## config.mk

```make
export PLATFORM = sky130hd
export DESIGN_NAME = bus_arbiter_flat
export DESIGN_NICKNAME = d
export VERILOG_FILES = /design/src/rtl/bus_arbiter_if.sv /design/src/rtl/bus_arbiter.sv /design/src/flat_wrapper.sv
export SDC_FILE = /design/constraint.sdc
export NUM_CORES = 1
export LEC_CHECK = 0
export ABC_AREA = 1
export CORE_AREA = 5 5 63 65
export CTS_BUF_LIST = sky130_fd_sc_hd__clkbuf_8 sky130_fd_sc_hd__clkbuf_16
export DETAILED_ROUTE_END_ITERATION = 10
export DIE_AREA = 0 0 68 70
export GPL_ROUTABILITY_DRIVEN = 0
export PLACE_DENSITY = 0.73
export SKIP_CTS_REPAIR_TIMING = 1
export SLEW_MARGIN = 20
export SYNTH_ARGS = -nofsm -noshare
export SYNTH_HDL_FRONTEND = slang
export SYNTH_SLANG_ARGS = --single-unit
```

## constraint.sdc

```tcl
create_clock -name clk -period 2.1 [get_ports clk]
set_clock_uncertainty 0.1 [all_clocks]
set_input_delay 0.42 -clock clk [delete_from_list [all_inputs] [get_ports clk]]
set_output_delay 0.42 -clock clk [all_outputs]
set_load 0.005 [all_outputs]
```

## src/rtl/bus_arbiter_if.sv

```systemverilog
// Bus-side signal bundle between the master ports and the round-robin bus arbiter.
// The master modport is the requesting side; the slave modport is the arbiter.
interface bus_arbiter_if #(
    parameter int NUM_MASTERS = 2,
    parameter int NUM_SLAVES  = 3,
    parameter int MS_W        = (NUM_MASTERS > 1) ? $clog2(NUM_MASTERS) : 1
);
    logic [NUM_MASTERS-1:0] approval_request;
    logic [NUM_MASTERS-1:0] tx_slave_select;
    logic [NUM_MASTERS-1:0] trans_done;
    logic [NUM_MASTERS-1:0] approval_grant;
    logic                   arbitor_busy;
    logic                   bus_busy;
    logic [MS_W-1:0]        master_sel;
    logic [NUM_SLAVES-1:0]  slave_en;
    logic                   sel_error;

    modport master (
        output approval_request, tx_slave_select, trans_done,
        input  approval_grant, arbitor_busy, bus_busy, master_sel, slave_en, sel_error
    );

    modport slave (
        input  approval_request, tx_slave_select, trans_done,
        output approval_grant, arbitor_busy, bus_busy, master_sel, slave_en, sel_error
    );
endinterface

```

## src/rtl/bus_arbiter.sv

```systemverilog
// Round-robin serial bus arbiter: grants one master, shifts in its slave index LSB first,
// enables the decoded slave until trans_done or timeout, then releases the bus for one cycle.
module bus_arbiter #(
    parameter int NUM_MASTERS = 2,
    parameter int SLAVE_LEN   = 2,
    parameter int NUM_SLAVES  = 3,
    parameter int TIMEOUT     = 4095
) (
    input  logic          clk,
    input  logic          reset,
    bus_arbiter_if.slave  bus
);
    localparam int MS_W = (NUM_MASTERS > 1) ? $clog2(NUM_MASTERS) : 1;
    localparam int BC_W = $clog2(SLAVE_LEN + 1);
    localparam int SL1  = SLAVE_LEN + 1;

    typedef enum logic [1:0] {
        S_IDLE,
        S_ADDR,
        S_CONNECT,
        S_RELEASE
    } state_t;

    state_t                 state_reg, state_next;
    logic [MS_W-1:0]        rr_ptr_reg, rr_ptr_next;
    logic [MS_W-1:0]        master_sel_reg, master_sel_next;
    logic [NUM_MASTERS-1:0] grant_reg, grant_next;
    logic [SLAVE_LEN-1:0]   shift_reg, shift_next;
    logic [BC_W-1:0]        bit_cnt_reg, bit_cnt_next;
    logic [11:0]            tmo_cnt_reg, tmo_cnt_next;
    logic [NUM_SLAVES-1:0]  slave_en_reg, slave_en_next;
    logic                   sel_error_reg, sel_error_next;
    logic                   bus_busy_reg, bus_busy_next;
    logic                   arb_busy_reg, arb_busy_next;

    logic                   found;
    logic [MS_W-1:0]        winner;
    logic [NUM_MASTERS-1:0] winner_oh;
    logic                   sel_bit;
    logic [SLAVE_LEN-1:0]   index_full;
    logic                   index_ok;
    logic [NUM_SLAVES-1:0]  slave_hit;

    // Search starts just after the last winner so the previous owner is considered last.
    always_comb begin
        int cand;
        found  = 1'b0;
        winner = '0;
        cand   = 0;
        for (int i = 1; i <= NUM_MASTERS; i++) begin
            cand = (int'(rr_ptr_reg) + i) % NUM_MASTERS;
            if (!found && bus.approval_request[MS_W'(cand)]) begin
                found  = 1'b1;
                winner = MS_W'(cand);
            end
        end
    end

    generate
        for (genvar gi = 0; gi < NUM_MASTERS; gi++) begin : g_winner_oh
            assign winner_oh[gi] = (winner == MS_W'(gi));
        end
        for (genvar gi = 0; gi < NUM_SLAVES; gi++) begin : g_slave_dec
            assign slave_hit[gi] = (index_full == SLAVE_LEN'(gi));
        end
    endgenerate

    // Index including the bit being sampled this cycle, so the decode is ready on the last edge.
    assign sel_bit = bus.tx_slave_select[master_sel_reg];

    always_comb begin
        index_full              = shift_reg;
        index_full[bit_cnt_reg] = sel_bit;
    end

    assign index_ok = ({1'b0, index_full} < SL1'(NUM_SLAVES));

    always_ff @(posedge clk) begin
        if (reset) begin
            state_reg      <= S_IDLE;
            rr_ptr_reg     <= MS_W'(NUM_MASTERS - 1);
            master_sel_reg <= '0;
            grant_reg      <= '0;
            shift_reg      <= '0;
            bit_cnt_reg    <= '0;
            tmo_cnt_reg    <= '0;
            slave_en_reg   <= '0;
            sel_error_reg  <= 1'b0;
            bus_busy_reg   <= 1'b0;
            arb_busy_reg   <= 1'b0;
        end else begin
            state_reg      <= state_next;
            rr_ptr_reg     <= rr_ptr_next;
            master_sel_reg <= master_sel_next;
            grant_reg      <= grant_next;
            shift_reg      <= shift_next;
            bit_cnt_reg    <= bit_cnt_next;
            tmo_cnt_reg    <= tmo_cnt_next;
            slave_en_reg   <= slave_en_next;
            sel_error_reg  <= sel_error_next;
            bus_busy_reg   <= bus_busy_next;
            arb_busy_reg   <= arb_busy_next;
        end
    end

    always_comb begin
        state_next      = state_reg;
        rr_ptr_next     = rr_ptr_reg;
        master_sel_next = master_sel_reg;
        grant_next      = grant_reg;
        shift_next      = shift_reg;
        bit_cnt_next    = bit_cnt_reg;
        tmo_cnt_next    = tmo_cnt_reg;
        slave_en_next   = slave_en_reg;
        sel_error_next  = 1'b0;
        bus_busy_next   = bus_busy_reg;
        arb_busy_next   = arb_busy_reg;

        case (state_reg)
            S_IDLE: begin
                if (found) begin
                    state_next      = S_ADDR;
                    grant_next      = winner_oh;
                    master_sel_next = winner;
                    rr_ptr_next     = winner;
                    arb_busy_next   = 1'b1;
                    bit_cnt_next    = '0;
                    shift_next      = '0;
                end
            end
            S_ADDR: begin
                if (!bus.approval_request[master_sel_reg]) begin
                    state_next = S_RELEASE;
                    grant_next = '0;
                end else begin
                    shift_next   = index_full;
                    bit_cnt_next = bit_cnt_reg + 1'b1;
                    if (bit_cnt_reg == BC_W'(SLAVE_LEN - 1)) begin
                        if (index_ok) begin
                            state_next    = S_CONNECT;
                            slave_en_next = slave_hit;
                            bus_busy_next = 1'b1;
                            tmo_cnt_next  = '0;
                        end else begin
                            state_next     = S_RELEASE;
                            sel_error_next = 1'b1;
                            grant_next     = '0;
                        end
                    end
                end
            end
            S_CONNECT: begin
                // Only the owner's trans_done counts; other masters' pulses are ignored.
                if (bus.trans_done[master_sel_reg]) begin
                    state_next    = S_RELEASE;
                    grant_next    = '0;
                    slave_en_next = '0;
                    bus_busy_next = 1'b0;
                end else if (tmo_cnt_reg == 12'(TIMEOUT - 1)) begin
                    state_next     = S_RELEASE;
                    sel_error_next = 1'b1;
                    grant_next     = '0;
                    slave_en_next  = '0;
                    bus_busy_next  = 1'b0;
                end else begin
                    tmo_cnt_next = tmo_cnt_reg + 1'b1;
                end
            end
            S_RELEASE: begin
                state_next    = S_IDLE;
                grant_next    = '0;
                slave_en_next = '0;
                bus_busy_next = 1'b0;
                arb_busy_next = 1'b0;
            end
            default: begin
                state_next = S_IDLE;
            end
        endcase
    end

    assign bus.approval_grant = grant_reg;
    assign bus.arbitor_busy   = arb_busy_reg;
    assign bus.bus_busy       = bus_busy_reg;
    assign bus.master_sel     = master_sel_reg;
    assign bus.slave_en       = slave_en_reg;
    assign bus.sel_error      = sel_error_reg;
endmodule

```

## src/flat_wrapper.sv

```systemverilog
// flat-port wrapper written by rule: the top's interface ports become plain ports
module bus_arbiter_flat 
#(
    parameter int NUM_MASTERS = 2,
    parameter int SLAVE_LEN   = 2,
    parameter int NUM_SLAVES  = 3,
    parameter int TIMEOUT     = 4095
)
  (clk, reset, bus_approval_request, bus_tx_slave_select, bus_trans_done, bus_approval_grant, bus_arbitor_busy, bus_bus_busy, bus_master_sel, bus_slave_en, bus_sel_error);
  bus_arbiter_if #(.NUM_MASTERS(NUM_MASTERS), .NUM_SLAVES(NUM_SLAVES)) bus_i ();
  input  logic clk;
  input  logic reset;
  input wire logic [$bits(bus_i.approval_request)-1:0] bus_approval_request;
  input wire logic [$bits(bus_i.tx_slave_select)-1:0] bus_tx_slave_select;
  input wire logic [$bits(bus_i.trans_done)-1:0] bus_trans_done;
  output wire logic [$bits(bus_i.approval_grant)-1:0] bus_approval_grant;
  output wire logic [$bits(bus_i.arbitor_busy)-1:0] bus_arbitor_busy;
  output wire logic [$bits(bus_i.bus_busy)-1:0] bus_bus_busy;
  output wire logic [$bits(bus_i.master_sel)-1:0] bus_master_sel;
  output wire logic [$bits(bus_i.slave_en)-1:0] bus_slave_en;
  output wire logic [$bits(bus_i.sel_error)-1:0] bus_sel_error;
  assign bus_i.approval_request = bus_approval_request;
  assign bus_i.tx_slave_select = bus_tx_slave_select;
  assign bus_i.trans_done = bus_trans_done;
  assign bus_approval_grant = bus_i.approval_grant;
  assign bus_arbitor_busy = bus_i.arbitor_busy;
  assign bus_bus_busy = bus_i.bus_busy;
  assign bus_master_sel = bus_i.master_sel;
  assign bus_slave_en = bus_i.slave_en;
  assign bus_sel_error = bus_i.sel_error;
  bus_arbiter #(.NUM_MASTERS(NUM_MASTERS), .SLAVE_LEN(SLAVE_LEN), .NUM_SLAVES(NUM_SLAVES), .TIMEOUT(TIMEOUT)) u_core (.clk(clk), .reset(reset), .bus(bus_i));
endmodule
```

==> results <==
- The area added between synthesis and finish is 15.4%.
- The transition at the pin with the smallest max-transition slack is about 0.35 ns.
- CTS built an H-tree with a depth of 1.
- Setup violations remaining at the end of the flow were counted as 0.
- The endpoint arrival time on the critical path is between 1.5 and 2 ns.
- The count of nets after finishing is between 300 and 400.
- The latest clock arrival within the worst-skew pair is 0.28 ns.
- The number of antenna violations at the first check in global routing is 0.
- The netlist uses 24 different library cells.
- The net switching power of the design is 990 uW.
- The clock power share is ~15%.
- The beginning of the worst register-to-register path is u_core.tmo_cnt_reg[0].
- The die is ~70 um tall.
- Setup repair after global routing left no endpoint under its margin.
- The global route total overflow is 0.
- The instance count of the mapped netlist is about 280.
- The boundary pin count is 17.
- The internal power of the cells totals ~1.3 mW.
- The total clock sinks is 28.
- The placed instances occupy a cell area of 2030 um2.
- At the end of the flow the core is filled with cells to a little under two thirds.
- The most used flip-flop cell after synthesis is dfxtp_1.
- Port buffering added 16 buffers.
- The worst hold path belongs to the class reg2reg.
- Timing would allow up to between 500 and 600 MHz.
- The final critical path takes up 88.0% of the cycle.
- The tree is rooted in a clkbuf_8.
- The capture instance of the worst register-to-register path is u_core.tmo_cnt_reg[11].
- The number of nets in the synthesized netlist is 300.
- The share of total power in sequential cells is 32.4%.
- The synthesized netlist occupies a cell area of 1800 um2.
- After synthesis, the share of flip-flops with an asynchronous set or reset is 0%.
- The estimated wirelength of the detail-placed design is around 3000 um.
- In this run the static leakage power is 0.897 nW.
- The final routed wire length divided by cell count is 10.9 um.
- The setup TNS is 0 ns.
- Measured in cells, the most critical reg-to-reg path has a length of 12.
- The switching share of power is 43.6%.
- The number of enable flip-flop cells after synthesis is 0.
- The number of global-route vias before repair is between 1500 and 2000.
- In the final layout, the share of cells above drive strength 1 is just over 10%.
- The number of maximum-capacitance constraint violations is 0.
- The max-slew violation total from the final report came to 0.
- The floorplan has 21 rows.
- The library cell used most frequently in the layout, excluding fill and tap cells, is nand2_1.
- The critical path in this run is classified as reg2reg.
- The TritonCTS clock tree is done.
- The clock buffer count from CTS is 3.
- The top-area cell type share of the netlist area is a little under a third.
- The share of the Yosys chip area taken by registers is a little under a third.
- In this run the worst setup path terminates at u_core.tmo_cnt_reg[11].
- For this run, the total global-route usage over all layers was measured as between 10% and 20%.
- The per-instance average area after synthesis is 6.38 um2.
- The maximum number of pins on one net before global-route repair is 16.
- The remaining antenna violation count is 0.
- STA classifies the critical path endpoint as a flop.
- After floorplanning, the core was sized to cover ~3300 um2.
- The tightest slew margin relative to the limit is 76.3%.
- The clock period minus worst slack is about 1.8 ns.
- The data required time of the critical path is around 2.2 ns.
- For this run, the number of Yosys warnings is 0.
- The first-pass GRT wire length is between 6000 and 7000 um.
- The routed layout has 1713 vias.
- Once the floorplan was initialized, standard cells occupied 54.9% of the core.
- Fill cells in the final layout number about 320.
- The largest fanout on the critical path is 11.
- The final layout contains routed wiring with a total length of between 3000 and 4000 um.
- For this design the ratio of total power to cell area is around 1100 nW/um2.
- The number of flip-flops under the largest register name is 12.
- The detailed router finished its first iteration with 114 violations.
- The overall die area is approximately 4800 um2.
- After detailed routing, the number of vias per cell comes to approximately 4.9.
- The cell area after layout is about 2100 um2.
- IR analysis of the VDD net gives a maximum drop of between 0.0005 and 0.0006 V.
- The number of antenna diodes in the final layout is 0.
- Setup slack on the worst reg-to-reg path comes out at between 0.2 and 0.3 ns.
- Measured along the x axis, the die boundary spans a little under 70 um.
- The top cell type by total area after synthesis is dfxtp_1.
- Ranked by total cell area, the synthesized netlist is headed by dfxtp_1 (31%), nand2_1 (16%), nand3_1 (7.8%).
- The combinational cell fraction of total power is approximately 52%.
- The flip-flop and latch count after synthesis is 28.
- The element type at the critical path start is a flop.
- The number of hold violations in the final report is 0.
- Tracing the worst setup path back leads to its startpoint at u_core.tmo_cnt_reg[0].
- After clock tree synthesis, the clock-pin slew on the worst setup and hold paths is 0.10 ns.
- The number of detailed-route iterations in the first pass is 4.
- The DRC violations left is 0.
- Leaving out fill and tap cells, the most frequent cells in the layout are nand2_1 (75), nor2_1 (34), inv_1 (33).
- The clock tree buffer depth is 2.
- The flow ran to the end, and the final reports show no timing, DRC or antenna violations.
-- per-stage QoR --
step / power (mW) / std cells / hold slack (ns) / setup WS, ns
floorplan: 1.63 / 283 / 0.354 / 0.459
global placement: 1.93 / 345 / 0.370 / 0.0119
detailed placement: 1.94 / 345 / 0.367 / 0.00166
CTS: 2.29 / 349 / 0.385 / 0.240
global route: 2.51 / 349 / 0.406 / 0.0405
finish: 2.27 / 349 / 0.384 / 0.252
-- cell usage after synthesis (all sizes together) (3+ instances only) --
cell type / instances
inv: 37
nor3: 7
a21oi: 21
nand2: 78
nor2: 38
dfxtp: 28
nand3: 34
o21ai: 15
ha: 9
buf: 5
a211oi: 3
or2: 3
-- power by group through the flow --
stage	combinational [mW]	clock [mW]	sequential, mW
global route	1.37	0.387	0.755
finish	1.19	0.344	0.737
floorplan	0.899	0	0.735
CTS	1.20	0.360	0.736
global placement	1.19	0	0.746
detailed placement	1.19	0	0.747
-- logic make-up after synthesis --
family	synth area share, %
fa+ha+maj	6.24
simple gates	40.9
compound gates	11.2
buf+inv	10.5
flops	31.1
-- how the worst min path moves through the flow --
stage,endpoint,startpoint,cells past startpoint
4_1_cts,u_core.shift_reg[0],u_core.shift_reg[0],2
2_1_floorplan,u_core.shift_reg[0],u_core.shift_reg[0],2
5_1_grt,u_core.shift_reg[0],u_core.shift_reg[0],2
6_report,u_core.shift_reg[0],u_core.shift_reg[0],2
3_3_place_gp,u_core.bus.approval_grant[1],u_core.bus.approval_grant[1],2
3_5_place_dp,u_core.bus.bus_busy,u_core.bus.bus_busy,2
-- layout make-up --
class                      instances  area [um2]  share of cell area, %
clock buffer                       4        55.1                   2.64
inverter                          38         143                   6.85
multi-input combinational        210        1050                   50.6
sequential                        28         561                   26.9
tap                               46        57.6                   2.76
timing repair buffer              23         213                   10.2
-- worst max-delay path: stages (launching register included) --
cell and delay, ns:
dfxtp_1 0.41, inv_1 0.08, ha_1 0.21, nand2_1 0.06, nor2_1 0.05, nand3_2 0.09
nand2_1 0.07, nand2_2 0.13, nand3_2 0.25, nand2_1 0.16, nand2_1 0.06, nand2_1 0.05
inv_1 0.03
-- per-layer routing --
layer | vias to the layer above | routed length, um | GRT usage (%)
li1 | 941 | - | -
met3 | 5 | 96 | 2.24
met4 | 0 | 50 | 5.96
met5 | - | 0 | 0
met2 | 26 | 1600 | 26.4
met1 | 741 | 2070 | 26.1
Note: power is estimated with default switching activity, not from simulation.
